File: config.mk
export PLATFORM = sky130hd
export DESIGN_NAME = id_ex_skid
export DESIGN_NICKNAME = d
export VERILOG_FILES = /design/src/rtl/id_ex_skid.sv
export SDC_FILE = /design/constraint.sdc
export NUM_CORES = 1
export LEC_CHECK = 0
export ABC_AREA = 1
export ABC_CLOCK_PERIOD_IN_PS = 4500
export CAP_MARGIN = 0
export CORE_AREA = 2 2 227 173
export CTS_BUF_LIST = sky130_fd_sc_hd__clkbuf_4 sky130_fd_sc_hd__clkbuf_8
export DETAILED_ROUTE_END_ITERATION = 7
export DIE_AREA = 0 0 229 175
export SLEW_MARGIN = 20
export SYNTH_ARGS = -nofsm -noshare
export SYNTH_HDL_FRONTEND = slang
export SYNTH_SLANG_ARGS = --single-unit
export TNS_END_PERCENT = 10
File: constraint.sdc
create_clock -name clk_in -period 4.5 [get_ports clk_in]
set_input_delay 0.9 -clock clk_in [delete_from_list [all_inputs] [get_ports clk_in]]
set_output_delay 0.9 -clock clk_in [all_outputs]
set_load 0.01 [all_outputs]
File: src/rtl/id_ex_skid.sv
// ID->EX stage: two-entry skid buffer, one edge of latency; up_ready_out is registered and falls only when both entries are held.
// ID_EX_STAT_EN adds stall/bubble cycle counters (cleared by reset only).
module id_ex_skid #(
   parameter int DATA_W = 140
) (
   input  logic              clk_in,
   input  logic              rst_in,
   input  logic              rdy_in,
   input  logic              flush_in,
   input  logic              up_valid_in,
   output logic              up_ready_out,
   input  logic [DATA_W-1:0] up_data_in,
   output logic              dn_valid_out,
   input  logic              dn_ready_in,
   output logic [DATA_W-1:0] dn_data_out,
   output logic [1:0]        occupancy_out
`ifdef ID_EX_STAT_EN
   ,
   output logic [31:0]       stall_cnt_out,
   output logic [31:0]       bubble_cnt_out
`endif
);

   typedef enum logic [1:0] {
      ST_EMPTY = 2'd0,
      ST_ONE   = 2'd1,
      ST_FULL  = 2'd2
   } state_t;

   state_t            r_state;
   state_t            w_state_nxt;
   logic [DATA_W-1:0] r_main_dat;
   logic [DATA_W-1:0] r_skid_dat;
   logic              w_push;
   logic              w_pop;
   logic              w_ld_main_up;
   logic              w_ld_main_skid;
   logic              w_ld_skid;

   // State alone defines occupancy, so ready/valid come straight from flops.
   assign up_ready_out  = (r_state != ST_FULL);
   assign dn_valid_out  = (r_state != ST_EMPTY);
   assign occupancy_out = r_state;
   assign dn_data_out   = dn_valid_out ? r_main_dat : '0;

   assign w_push = up_valid_in & up_ready_out & rdy_in;
   assign w_pop  = dn_valid_out & dn_ready_in & rdy_in;

   always_comb begin
      w_state_nxt    = r_state;
      w_ld_main_up   = 1'b0;
      w_ld_main_skid = 1'b0;
      w_ld_skid      = 1'b0;
      if (flush_in) begin
         w_state_nxt = ST_EMPTY;
      end else begin
         unique case (r_state)
            ST_EMPTY: begin
               if (w_push) begin
                  w_state_nxt  = ST_ONE;
                  w_ld_main_up = 1'b1;
               end
            end
            ST_ONE: begin
               if (w_push && w_pop) begin
                  w_ld_main_up = 1'b1;
               end else if (w_push) begin
                  w_state_nxt = ST_FULL;
                  w_ld_skid   = 1'b1;
               end else if (w_pop) begin
                  w_state_nxt = ST_EMPTY;
               end
            end
            ST_FULL: begin
               if (w_pop) begin
                  w_state_nxt    = ST_ONE;
                  w_ld_main_skid = 1'b1;
               end
            end
            default: w_state_nxt = ST_EMPTY;
         endcase
      end
   end

   always_ff @(posedge clk_in) begin
      if (rst_in) begin
         r_state <= ST_EMPTY;
      end else begin
         r_state <= w_state_nxt;
      end
   end

   always_ff @(posedge clk_in) begin
      if (rst_in) begin
         r_main_dat <= '0;
         r_skid_dat <= '0;
      end else begin
         if (w_ld_main_up) begin
            r_main_dat <= up_data_in;
         end else if (w_ld_main_skid) begin
            r_main_dat <= r_skid_dat;
         end
         if (w_ld_skid) begin
            r_skid_dat <= up_data_in;
         end
      end
   end

`ifdef ID_EX_STAT_EN
   logic [31:0] r_stall_cnt;
   logic [31:0] r_bubble_cnt;

   assign stall_cnt_out  = r_stall_cnt;
   assign bubble_cnt_out = r_bubble_cnt;

   // Counting ignores flush on purpose: a flushed cycle still stalled or bubbled.
   always_ff @(posedge clk_in) begin
      if (rst_in) begin
         r_stall_cnt  <= '0;
         r_bubble_cnt <= '0;
      end else if (rdy_in) begin
         if (dn_valid_out && !dn_ready_in) begin
            r_stall_cnt <= r_stall_cnt + 32'd1;
         end
         if (!dn_valid_out) begin
            r_bubble_cnt <= r_bubble_cnt + 32'd1;
         end
      end
   end
`endif

endmodule

==> metrics.txt, run 1 <==
# TYPE chip_impl_metric gauge
chip_impl_metric{name="leakage",unit="nW"} 7.88
chip_impl_metric{name="cp.required",unit="ps"} 3600
chip_impl_info{name="yosys.cell_count.top_type",value="nand3_1"} 1
chip_impl_metric{name="critical_path_cell_count",unit=""} 4
chip_impl_metric{name="clock_insertion_delay_worst_skew",unit="ps"} 590
chip_impl_metric{name="hold_buffers",unit=""} 0
chip_impl_info{name="path_cells",value="nor2_4, buf_4, nor2_1, clkdlybuf4s50_1"} 1
chip_impl_metric{name="clock_power_share",unit="%"} 46.6
chip_impl_metric{name="final_min_period",unit="ps"} 3290
chip_impl_metric{name="num_io_pins",unit=""} 290
chip_impl_info{name="synth-main-ff-cell",value="dfxtp_1"} 1
chip_impl_info{name="critical_path.startpoint_type",value="register"} 1
chip_impl_metric{name="placementRows",unit=""} 62
chip_impl_metric{name="synth.net_count",unit=""} 2166
chip_impl_metric{name="timing_max_transition_violations_final",unit=""} 0
chip_impl_metric{name="routed_via_density",unit=""} 4.90
chip_impl_metric{name="place.port_buffers",unit=""} 289
chip_impl_metric{name="p_int",unit="mW"} 4.32
chip_impl_info{name="timing.hold.worst.class",value="reg -> reg"} 1
chip_impl_info{name="status",value="complete, no violations"} 1
chip_impl_metric{name="max_slew_margin",unit="%"} 25.1
chip_impl_metric{name="setup_tns",unit="ps"} 0
chip_impl_info{name="synth_largest_area_cell",value="dfxtp_1"} 1
chip_impl_metric{name="r2r_cells",unit=""} 7
chip_impl_metric{name="detailedRoute.firstPassIterationCount",unit=""} 5
chip_impl_metric{name="max_cap_viol_count",unit=""} 0
chip_impl_metric{name="design.core.area",unit="µm²"} 37900
chip_impl_metric{name="postSynthCellCount",unit=""} 2020
chip_impl_info{name="cts_tree",value="yes"} 1
chip_impl_metric{name="die_y",unit="µm"} 175
chip_impl_metric{name="peakVddDrop",unit="mV"} 0.152
chip_impl_metric{name="synth.ff_latch_count",unit=""} 282
chip_impl_metric{name="worst_setup_slack_final",unit="ps"} 1210
chip_impl_metric{name="clock_path_buffers",unit=""} 3
chip_impl_metric{name="async_sr_flop_fraction",unit="%"} 0
chip_impl_metric{name="dp_worst_setup_slack",unit="ps"} 832
chip_impl_metric{name="post_synth_edffs",unit=""} 0
chip_impl_metric{name="proportion_of_synthesized_chip_area_in_sequential_cells",unit="%"} 42.9
chip_impl_metric{name="timing_hold_violations_final",unit=""} 0
chip_impl_info{name="grt_setup_unrepaired",value="false"} 1
chip_impl_metric{name="overflow",unit=""} 0
chip_impl_metric{name="setup_viol",unit=""} 0
chip_impl_metric{name="syn-mean-instance-area",unit="µm²"} 6.52
chip_impl_metric{name="seq_power_share",unit="%"} 45.3
chip_impl_metric{name="detailed_route_iter0_violations",unit=""} 1048
chip_impl_metric{name="place.detailed.hpwl",unit="µm"} 24500
chip_impl_info{name="cp_slowest_cell",value="clkdlybuf4s50_1"} 1
chip_impl_metric{name="cell_pwr_density",unit="nW/µm²"} 325
chip_impl_metric{name="totalWireLength",unit="µm"} 42400
chip_impl_metric{name="detail-route-antenna-nets",unit=""} 0
chip_impl_info{name="timing.critical_path.max_delay_family",value="buffers and inverters"} 1
chip_impl_metric{name="proportion_of_total_power_due_to_net_switching",unit="%"} 24.1
chip_impl_metric{name="die-area",unit="µm²"} 40100
chip_impl_metric{name="clock_sinks",unit=""} 282
chip_impl_metric{name="route.vias.total",unit=""} 13535
chip_impl_metric{name="dieWidth",unit="µm"} 229
chip_impl_metric{name="syn2layout_area_growth",unit="%"} 32.7
chip_impl_metric{name="max_slew.worst_pin.slew",unit="ps"} 1120
chip_impl_metric{name="gp_congestion",unit=""} 0.750
chip_impl_metric{name="grt_first_pass_wirelength",unit="µm"} 69200
chip_impl_metric{name="worst_setup_hold_path_clk_slew",unit="ps"} 60
chip_impl_metric{name="post_cts.resized_instances",unit=""} 0
chip_impl_metric{name="worstPathBufferInverterCount",unit=""} 2
chip_impl_metric{name="drc_errors",unit=""} 0
chip_impl_info{name="synth_area_leaders",value="dfxtp_1 43%, nand3_1 21%, nor2_1 12%, inv_1 8.2%, o21ai_0 5.3%"} 1
chip_impl_metric{name="power.share.combinational",unit="%"} 8.1
chip_impl_metric{name="final_min_period_over_clock_period",unit="%"} 73.2
chip_impl_metric{name="grt_start_max_net_pins",unit=""} 141
chip_impl_metric{name="synth.cell_area",unit="µm²"} 13200
chip_impl_metric{name="drt-wirelength-per-cell",unit="µm"} 15.3
chip_impl_metric{name="tritoncts.num_buffers",unit=""} 47
chip_impl_metric{name="total_routing_usage_reported_by_global_routing",unit="%"} 20.8
chip_impl_metric{name="worst_ep_arrival_time",unit="ps"} 2390
chip_impl_metric{name="min_path_cells",unit=""} 2
chip_impl_info{name="cp-end-kind",value="primary output"} 1
chip_impl_metric{name="timing.critical_path.fanout_max",unit=""} 58
chip_impl_metric{name="initial_core_utilization",unit="%"} 34.8
chip_impl_metric{name="yosysTopAreaCellShare",unit="%"} 42.9
chip_impl_metric{name="via_count_of_the_first_global_routing_pass",unit=""} 13221
chip_impl_metric{name="final_layout_size_suffix_gt1_share",unit="%"} 5.24
chip_impl_metric{name="synthDistinctLibCells",unit=""} 18
chip_impl_metric{name="finalClockSkew",unit="ps"} 27.6
chip_impl_metric{name="report.power.total",unit="mW"} 5.68
chip_impl_info{name="worstSetupPathType",value="reg -> out"} 1
chip_impl_metric{name="critPathMaxStageDelay",unit="ps"} 530
chip_impl_info{name="yosys-top-cells-count",value="560 x nand3_1, 425 x nor2_1, 289 x inv_1, 282 x dfxtp_1, 148 x nand2_1"} 1
chip_impl_info{name="clock_tree.root_cell",value="clkbuf_8"} 1
chip_impl_metric{name="grt_antenna_before_repair",unit=""} 3
chip_impl_metric{name="cts-htree-levels",unit=""} 2
chip_impl_metric{name="post-cts-setup-buffer-count",unit=""} 0
chip_impl_metric{name="final_nets",unit=""} 2358
chip_impl_metric{name="power.net_switching",unit="mW"} 1.37
chip_impl_metric{name="yosys_warnings",unit=""} 0
chip_impl_metric{name="timing.fmax",unit="MHz"} 304
==> area by class of cell <==
| type | count | area, µm² |
|---|---|---|
| sequential | 282 | 5650 |
| clock buffer | 77 | 985 |
| inverter | 290 | 1100 |
| antenna | 3 | 7.51 |
| clock inverter | 10 | 131 |
| fill | 3858 | 20400 |
| timing repair buffer | 310 | 3200 |
| multi-input combinational | 1281 | 5760 |
| tap | 512 | 641 |
==> cells in the final DEF (no fill, tap or decap), types with 2 or more instances in the layout <==
cell | netlist | final
buf_12 | 0 | 12
buf_4 | 5 | 9
bufinv_16 | 0 | 3
clkbuf_4 | 0 | 12
clkbuf_8 | 0 | 65
clkdlybuf4s50_1 | 0 | 289
clkinv_2 | 0 | 5
dfxtp_1 | 282 | 282
diode_2 | 0 | 3
inv_1 | 289 | 287
inv_4 | 0 | 2
inv_6 | 0 | 2
nand2_1 | 148 | 148
nand3_1 | 560 | 558
nand3_4 | 0 | 2
nor2_1 | 425 | 424
nor2_4 | 1 | 2
o21ai_0 | 140 | 140
==> worst register-to-register path: stages, from the launching register on <==
cell and delay [ps]:
dfxtp_1 410, nand2_4 150, buf_4 850, buf_4 730, nand3_1 160, nand3_1 120, nand2_1 60, inv_1 80
==> worst paths after layout <==
check / slack [ps] / end / start
worst max register to register: 1900 / r_main_dat[17]$_SDFFE_PP0P_ / occupancy_out[0]$_SDFFE_PP0P_
worst max-delay path: 1210 / dn_data_out[35] / occupancy_out[0]$_SDFFE_PP0P_
worst min register to register: 510 / r_skid_dat[51]$_SDFFE_PP0P_ / r_skid_dat[51]$_SDFFE_PP0P_
worst min-delay path: 510 / r_skid_dat[51]$_SDFFE_PP0P_ / r_skid_dat[51]$_SDFFE_PP0P_
==> registers in the layout, summed over array words and instances, names as in the netlist <==
register and cells:
occupancy_out 2, r_main_dat 140, r_skid_dat 140
==> power groups by stage <==
| stage | combinational (mW) | sequential [mW] | clock [mW] |
|---|---|---|---|
| after floorplan | 0.226 | 2.62 | 0 |
| after global placement | 0.459 | 2.63 | 0 |
| after detailed placement | 0.461 | 2.63 | 0 |
| after CTS | 0.463 | 2.58 | 2.72 |
| after global routing | 0.509 | 2.58 | 2.84 |
| final | 0.460 | 2.58 | 2.65 |
==> kinds of logic after synthesis <==
logic type             share of synthesized area [%]
buffers and inverters                           13.7
flip-flops                                      42.9
AO/OA/AOI/OAI                                   5.47
AND/OR/NAND/NOR                                 37.9
==> routing by layer <==
| layer | share of wire (%) | vias up | routed length (µm) | GRT usage (%) |
|---|---|---|---|---|
| met5 | 0 | - | 0 | 0 |
| met2 | 46 | 404 | 19500 | 34.7 |
| met3 | 6.2 | 63 | 2640 | 3.97 |
| li1 | - | 6768 | - | - |
| met1 | 45 | 6300 | 19200 | 27.2 |
| met4 | 2.2 | 0 | 952 | 6.44 |
==> metrics by stage <==
step | hold WS [ps] | instance area [µm²] | cells | utilization (%)
floorplan | 478 | 13200 | 2020 | -
global placement | 492 | 16300 | 2675 | 43.2
finish | 514 | 17500 | 2765 | 46.1
global route | 542 | 17500 | 2764 | 46.1
detailed placement | 497 | 16300 | 2675 | 43.2
CTS | 517 | 17500 | 2762 | 46.1
Power figures use the tool's default switching activity.
==> run 2: changes to the inputs <==
ABC_CLOCK_PERIOD_IN_PS = 3100   (was 4500)
clock period = 3.1 ns   (was 4.5 ns; I/O delays follow)
==> run 2 against run 1 <==
- flip-flop and latch count unchanged
- die area did not move
- critical path depth stayed put
- clock power is 44% higher
- count of clock-buffer cells in the layout grew 6
- final cell count up 0.36%
- critical endpoint is now dn_data_out[124]
- first-iteration DRC count increased by 11%
- largest cell class unchanged
- design area is 0.80% higher
- worst hold slack worse by 1.2 ps
- setup slack worse by 1000 ps
==> metrics.txt, run 2 (same netlist as run 1, synthesis figures left out) <==
# TYPE chip_impl_metric gauge
chip_impl_metric{name="gp_congestion",unit=""} 0.763
chip_impl_info{name="status",value="complete, no violations"} 1
chip_impl_metric{name="detail-route-antenna-nets",unit=""} 0
chip_impl_metric{name="die_y",unit="µm"} 175
chip_impl_metric{name="cell_pwr_density",unit="nW/µm²"} 467
chip_impl_metric{name="syn2layout_area_growth",unit="%"} 33.7
chip_impl_metric{name="clock_power_share",unit="%"} 46.3
chip_impl_info{name="grt_setup_unrepaired",value="false"} 1
chip_impl_metric{name="placed_cells_incl_taps",unit=""} 2685
chip_impl_metric{name="route.vias.total",unit=""} 13726
chip_impl_metric{name="seq_power_share",unit="%"} 45.4
chip_impl_metric{name="place.port_buffers",unit=""} 289
chip_impl_metric{name="total_routing_usage_reported_by_global_routing",unit="%"} 20.5
chip_impl_metric{name="post_cts.resized_instances",unit=""} 0
chip_impl_metric{name="overflow",unit=""} 0
chip_impl_metric{name="timing_hold_violations_final",unit=""} 0
chip_impl_metric{name="final_min_period_over_clock_period",unit="%"} 93.8
chip_impl_metric{name="placementRows",unit=""} 62
chip_impl_metric{name="grt_start_max_net_pins",unit=""} 93
chip_impl_metric{name="detailed_route_iter0_violations",unit=""} 1161
chip_impl_info{name="layout_commonest_cell",value="nand3_1"} 1
chip_impl_info{name="layout.cells.most_common_list",value="558 x nand3_1, 424 x nor2_1, 289 x clkdlybuf4s50_1"} 1
chip_impl_metric{name="timing.fmax",unit="MHz"} 344
chip_impl_info{name="cp-end-kind",value="primary output"} 1
chip_impl_metric{name="detailedRoute.firstPassIterationCount",unit=""} 5
chip_impl_metric{name="grt_first_pass_wirelength",unit="µm"} 68300
chip_impl_metric{name="power.net_switching",unit="mW"} 1.97
chip_impl_metric{name="place.detailed.hpwl",unit="µm"} 25500
chip_impl_metric{name="initial_core_utilization",unit="%"} 34.8
chip_impl_metric{name="die-area",unit="µm²"} 40100
chip_impl_metric{name="via_count_of_the_first_global_routing_pass",unit=""} 13287
chip_impl_metric{name="max_cap_viol_count",unit=""} 0
chip_impl_metric{name="worst_hold_slack",unit="ps"} 513
chip_impl_metric{name="final_layout_size_suffix_gt1_share",unit="%"} 5.71
chip_impl_metric{name="num_io_pins",unit=""} 290
chip_impl_metric{name="power.share.combinational",unit="%"} 8.3
chip_impl_metric{name="clock_path_buffers",unit=""} 3
chip_impl_metric{name="p_int",unit="mW"} 6.26
chip_impl_metric{name="timing.critical_path.fanout_max",unit=""} 88
chip_impl_metric{name="dieWidth",unit="µm"} 229
chip_impl_metric{name="worst_setup_hold_path_clk_slew",unit="ps"} 60
chip_impl_metric{name="design.core.area",unit="µm²"} 37900
chip_impl_metric{name="grt_antenna_before_repair",unit=""} 3
chip_impl_metric{name="tritoncts.num_buffers",unit=""} 48
chip_impl_info{name="cts_tree",value="yes"} 1
chip_impl_metric{name="routed_via_density",unit=""} 4.95
chip_impl_metric{name="clock_insertion_delay_worst_skew",unit="ps"} 580
chip_impl_metric{name="clock_sinks",unit=""} 282
chip_impl_info{name="worstSetupPathType",value="reg -> out"} 1
chip_impl_metric{name="final_nets",unit=""} 2369
chip_impl_metric{name="setup_viol",unit=""} 0
chip_impl_metric{name="cts-htree-levels",unit=""} 2
chip_impl_metric{name="proportion_of_total_power_due_to_net_switching",unit="%"} 23.9
chip_impl_metric{name="hold_buffers",unit=""} 0
chip_impl_metric{name="max_slew_margin",unit="%"} 59.1
chip_impl_metric{name="drc_errors",unit=""} 0
chip_impl_metric{name="totalWireLength",unit="µm"} 42200
chip_impl_metric{name="finalClockSkew",unit="ps"} 21.6
chip_impl_metric{name="max_slew.worst_pin.slew",unit="ps"} 613
chip_impl_metric{name="setup_tns",unit="ps"} 0
chip_impl_metric{name="post-cts-setup-buffer-count",unit=""} 0
chip_impl_info{name="clock_tree.root_cell",value="clkbuf_8"} 1
chip_impl_metric{name="final_min_period",unit="ps"} 2910
chip_impl_metric{name="leakage",unit="nW"} 7.97
chip_impl_metric{name="peakVddDrop",unit="mV"} 0.282
chip_impl_metric{name="cp.required",unit="ps"} 2480
chip_impl_info{name="timing.hold.worst.class",value="reg -> reg"} 1
chip_impl_metric{name="timing_max_transition_violations_final",unit=""} 0
chip_impl_metric{name="layout.cells.non_filler",unit=""} 2775
chip_impl_metric{name="worst_ep_arrival_time",unit="ps"} 2290
chip_impl_metric{name="drt-wirelength-per-cell",unit="µm"} 15.2
chip_impl_info{name="critical_path.startpoint_type",value="register"} 1
run 2: cell types whose count changed in the layout (fill, tap and decap cells not counted), sizes merged:
cell      delta
buf         +10
diode        -1
bufinv       -1
clkinv       -3
clkinvlp     -1
clkbuf       +6
run 2: cell type report:
class	instances	area (µm²)
Inverter	290	1100
Fill cell	3892	20200
Clock buffer	83	1030
Multi-Input combinational cell	1281	5760
Tap cell	512	641
Clock inverter	5	78.8
Sequential cell	282	5650
Timing Repair Buffer	320	3350
Antenna cell	2	5.00
run 2: power groups by stage:
stage,Combinational [mW],Sequential (mW),Clock (mW)
after floorplan,0.328,3.81,0
after global placement,0.674,3.82,0
after detailed placement,0.680,3.82,0
after CTS,0.684,3.74,3.92
after global routing,0.751,3.74,4.08
final,0.681,3.74,3.81
run 2: per-layer routing:
layer  wire length [µm]  GRT usage (%)
met2              19800           34.1
met3               2670           4.23
met1              18500           26.3
met4               1190           7.90
met5                 13              0
run 2: worst max-delay path: stages (launching register included):
cell and delay [ps]:
dfxtp_1 520, nor2_4 110, buf_12 230, nor2_1 250
clkdlybuf4s50_1 590
run 2: worst paths after layout:
| kind | start | endpoint | slack [ps] | cells after the start |
|---|---|---|---|---|
| setup / recovery | occupancy_out[0]$_SDFFE_PP0P_ | dn_data_out[124] | 190 | 4 |
| setup reg to reg | occupancy_out[1]$_SDFFE_PP0P_ | r_main_dat[11]$_SDFFE_PP0P_ | 1200 | 8 |
| hold reg to reg | r_skid_dat[103]$_SDFFE_PP0P_ | r_skid_dat[103]$_SDFFE_PP0P_ | 510 | 2 |
| hold / removal | r_skid_dat[103]$_SDFFE_PP0P_ | r_skid_dat[103]$_SDFFE_PP0P_ | 510 | 2 |
run 2: metrics by stage:
stage / area, µm² / setup slack [ps] / utilization, % / power (mW)
final: 17600 / 191 / 46.5 / 8.23
after global routing: 17600 / 77.8 / 46.5 / 8.58
after CTS: 17600 / 130 / 46.5 / 8.35
after detailed placement: 16500 / 527 / 43.6 / 4.50
after global placement: 16500 / 554 / 43.6 / 4.49
after floorplan: 13200 / 1150 / - / 4.13
==> run 3: changes to the inputs <==
GPL_TIMING_DRIVEN = 0   (was unset)
SKIP_CTS_REPAIR_TIMING = 1   (was unset)
SKIP_LAST_GASP = 1   (was unset)
==> run 3 against run 2 <==
- register-to-register slack got worse by 190 ps
- critical path type unchanged
- first-iteration DRC count down 3.6%
- via count rose by 3.2%
- worst hold slack better by 4.4 ps
- largest power group is now sequential cells
==> metrics.txt, run 3 (same netlist as run 1, synthesis figures left out) <==
# TYPE chip_impl_metric gauge
chip_impl_info{name="status",value="complete, no violations"} 1
chip_impl_metric{name="initial_core_utilization",unit="%"} 34.8
chip_impl_metric{name="finalClockSkew",unit="ps"} 14.8
chip_impl_metric{name="max_slew_margin",unit="%"} 42.7
chip_impl_metric{name="dieWidth",unit="µm"} 229
chip_impl_metric{name="area_taken_by_multi_input_logic_gates",unit="µm²"} 5720
chip_impl_metric{name="grt_antenna_before_repair",unit=""} 3
chip_impl_metric{name="critPathMaxStageDelay",unit="ps"} 540
chip_impl_metric{name="totalWireLength",unit="µm"} 45500
chip_impl_metric{name="worst_setup_hold_path_clk_slew",unit="ps"} 80
chip_impl_metric{name="seqCellArea",unit="µm²"} 5650
chip_impl_metric{name="place.detailed.hpwl",unit="µm"} 32600
chip_impl_metric{name="die-area",unit="µm²"} 40100
chip_impl_metric{name="final_min_period_over_clock_period",unit="%"} 96.5
chip_impl_metric{name="cts-htree-levels",unit=""} 2
chip_impl_metric{name="drt-wirelength-per-cell",unit="µm"} 15.7
chip_impl_metric{name="routed_via_density",unit=""} 4.87
chip_impl_metric{name="worst_hold_slack",unit="ps"} 517
chip_impl_metric{name="timing.fmax",unit="MHz"} 334
chip_impl_metric{name="final_nets",unit=""} 2505
chip_impl_metric{name="num_io_pins",unit=""} 290
chip_impl_info{name="layout_commonest_cell",value="nand3_1"} 1
chip_impl_metric{name="worst_setup_slack_final",unit="ps"} 108
chip_impl_metric{name="reg2reg_setup_slack",unit="ps"} 1010
chip_impl_metric{name="gp_congestion",unit=""} 0.825
chip_impl_metric{name="detailed_route_iter0_violations",unit=""} 1119
chip_impl_metric{name="die_y",unit="µm"} 175
chip_impl_metric{name="via_count_of_the_first_global_routing_pass",unit=""} 13460
chip_impl_metric{name="grt_first_pass_wirelength",unit="µm"} 71400
chip_impl_metric{name="leakage",unit="nW"} 8.06
chip_impl_info{name="timing.hold.worst.class",value="reg -> reg"} 1
chip_impl_metric{name="placed_area",unit="µm²"} 16700
chip_impl_metric{name="timing_hold_violations_final",unit=""} 0
chip_impl_metric{name="layout.cells.non_filler",unit=""} 2905
chip_impl_info{name="grt_setup_unrepaired",value="true"} 1
chip_impl_info{name="cp_slowest_cell",value="clkdlybuf4s50_1"} 1
chip_impl_metric{name="syn2layout_area_growth",unit="%"} 34.9
chip_impl_metric{name="tritoncts.num_buffers",unit=""} 47
chip_impl_metric{name="clock_sinks",unit=""} 282
chip_impl_metric{name="clock_insertion_delay_worst_skew",unit="ps"} 580
chip_impl_metric{name="max_cap_viol_count",unit=""} 0
chip_impl_info{name="critical_path.startpoint_type",value="register"} 1
chip_impl_metric{name="fill_count",unit=""} 3965
chip_impl_info{name="layout.cells.most_common_list",value="560 x nand3_1, 424 x nor2_1, 289 x inv_1, 289 x clkdlybuf4s50_1, 280 x dfxtp_1"} 1
chip_impl_metric{name="setup_viol",unit=""} 0
chip_impl_metric{name="final_min_period",unit="ps"} 2990
chip_impl_info{name="worstSetupPathType",value="reg -> out"} 1
chip_impl_metric{name="placementRows",unit=""} 62
chip_impl_metric{name="peakVddDrop",unit="mV"} 0.308
chip_impl_metric{name="cell_pwr_density",unit="nW/µm²"} 452
chip_impl_metric{name="worst_ep_arrival_time",unit="ps"} 2370
chip_impl_metric{name="route.vias.total",unit=""} 14159
chip_impl_info{name="path_cells",value="nor2_4, buf_6, buf_2, nor2_1, clkdlybuf4s50_1"} 1
chip_impl_metric{name="max_slew.worst_pin.slew",unit="ps"} 859
chip_impl_metric{name="placed_cells_incl_taps",unit=""} 2821
chip_impl_metric{name="place.port_buffers",unit=""} 289
chip_impl_metric{name="detailedRoute.firstPassIterationCount",unit=""} 5
chip_impl_metric{name="timing.critical_path.fanout_max",unit=""} 10
chip_impl_metric{name="overflow",unit=""} 0
chip_impl_metric{name="clock_path_buffers",unit=""} 3
chip_impl_metric{name="detail-route-antenna-nets",unit=""} 0
chip_impl_info{name="cts_tree",value="yes"} 1
chip_impl_metric{name="design.core.area",unit="µm²"} 37900
chip_impl_metric{name="total_routing_usage_reported_by_global_routing",unit="%"} 22.0
chip_impl_metric{name="dp_worst_setup_slack",unit="ps"} -690
chip_impl_metric{name="grt_start_max_net_pins",unit=""} 13
chip_impl_info{name="clock_tree.root_cell",value="clkbuf_8"} 1
chip_impl_metric{name="cp.required",unit="ps"} 2480
chip_impl_metric{name="timing_max_transition_violations_final",unit=""} 0
chip_impl_info{name="cp-end-kind",value="primary output"} 1
chip_impl_metric{name="setup_tns",unit="ps"} 0
chip_impl_metric{name="drc_errors",unit=""} 0
chip_impl_metric{name="final_layout_size_suffix_gt1_share",unit="%"} 6.82
chip_impl_metric{name="postLayoutCellArea",unit="µm²"} 17800
==> run 3: changes by cell type in the layout (fill, tap and decap cells not counted), moves of 5 or more <==
cell,delta
buf_1,+8
buf_12,-18
buf_2,+59
buf_4,-6
clkbuf_1,+86
clkbuf_2,+7
clkbuf_4,-5
==> run 3: worst max-delay path, delay by kind of cell, from the launching register on <==
family                 cells  cell delay (ps)
DFF                        1              380
and+or+nand+nor            2              330
buffers and inverters      3             1070
==> run 3: final timing paths <==
kind | start | end | cells after the start
setup reg to reg | occupancy_out[1]$_SDFFE_PP0P_ | r_main_dat[83]$_SDFFE_PP0P_ | 8
hold reg to reg | r_skid_dat[71]$_SDFFE_PP0P_ | r_skid_dat[71]$_SDFFE_PP0P_ | 2
setup / recovery | occupancy_out[1]$_SDFFE_PP0P_ | dn_data_out[111] | 5
hold / removal | r_skid_dat[71]$_SDFFE_PP0P_ | r_skid_dat[71]$_SDFFE_PP0P_ | 2
==> run 3: final cells by class <==
cell class | count | share of cell area, %
Clock buffer | 76 | 5.43
Timing Repair Buffer | 291 | 16.4
Antenna cell | 2 | 0.0282
Clock inverter | 5 | 0.317
Multi-Input combinational cell | 1281 | 32.2
Buffer | 166 | 4.12
Inverter | 290 | 6.13
Tap cell | 512 | 3.61
Sequential cell | 282 | 31.8
==> run 3: stage by stage <==
step,total power [mW],utilization [%]
finish,8.03,46.9
global route,8.35,46.9
CTS,8.11,46.8
detailed placement,4.51,44.1
global placement,4.51,44.1
floorplan,4.13,-
==> run 3: where the power goes <==
group	total (mW)	leakage, nW	internal (mW)	switching (mW)
Sequential	3.74	2.28	3.70	0.0401
Combinational	0.700	5.23	0.315	0.385
Clock	3.59	0.539	2.04	1.55
Total	8.03	8.06	6.06	1.98
==> run 3: per-layer routing <==
layer | part of all wire, % | up-vias | global-route usage (%)
li1 | - | 7063 | -
met1 | 48 | 6577 | 30.9
met2 | 44 | 456 | 35.1
met3 | 5.5 | 63 | 3.39
met4 | 2.1 | 0 | 6.20
met5 | 0 | - | 0
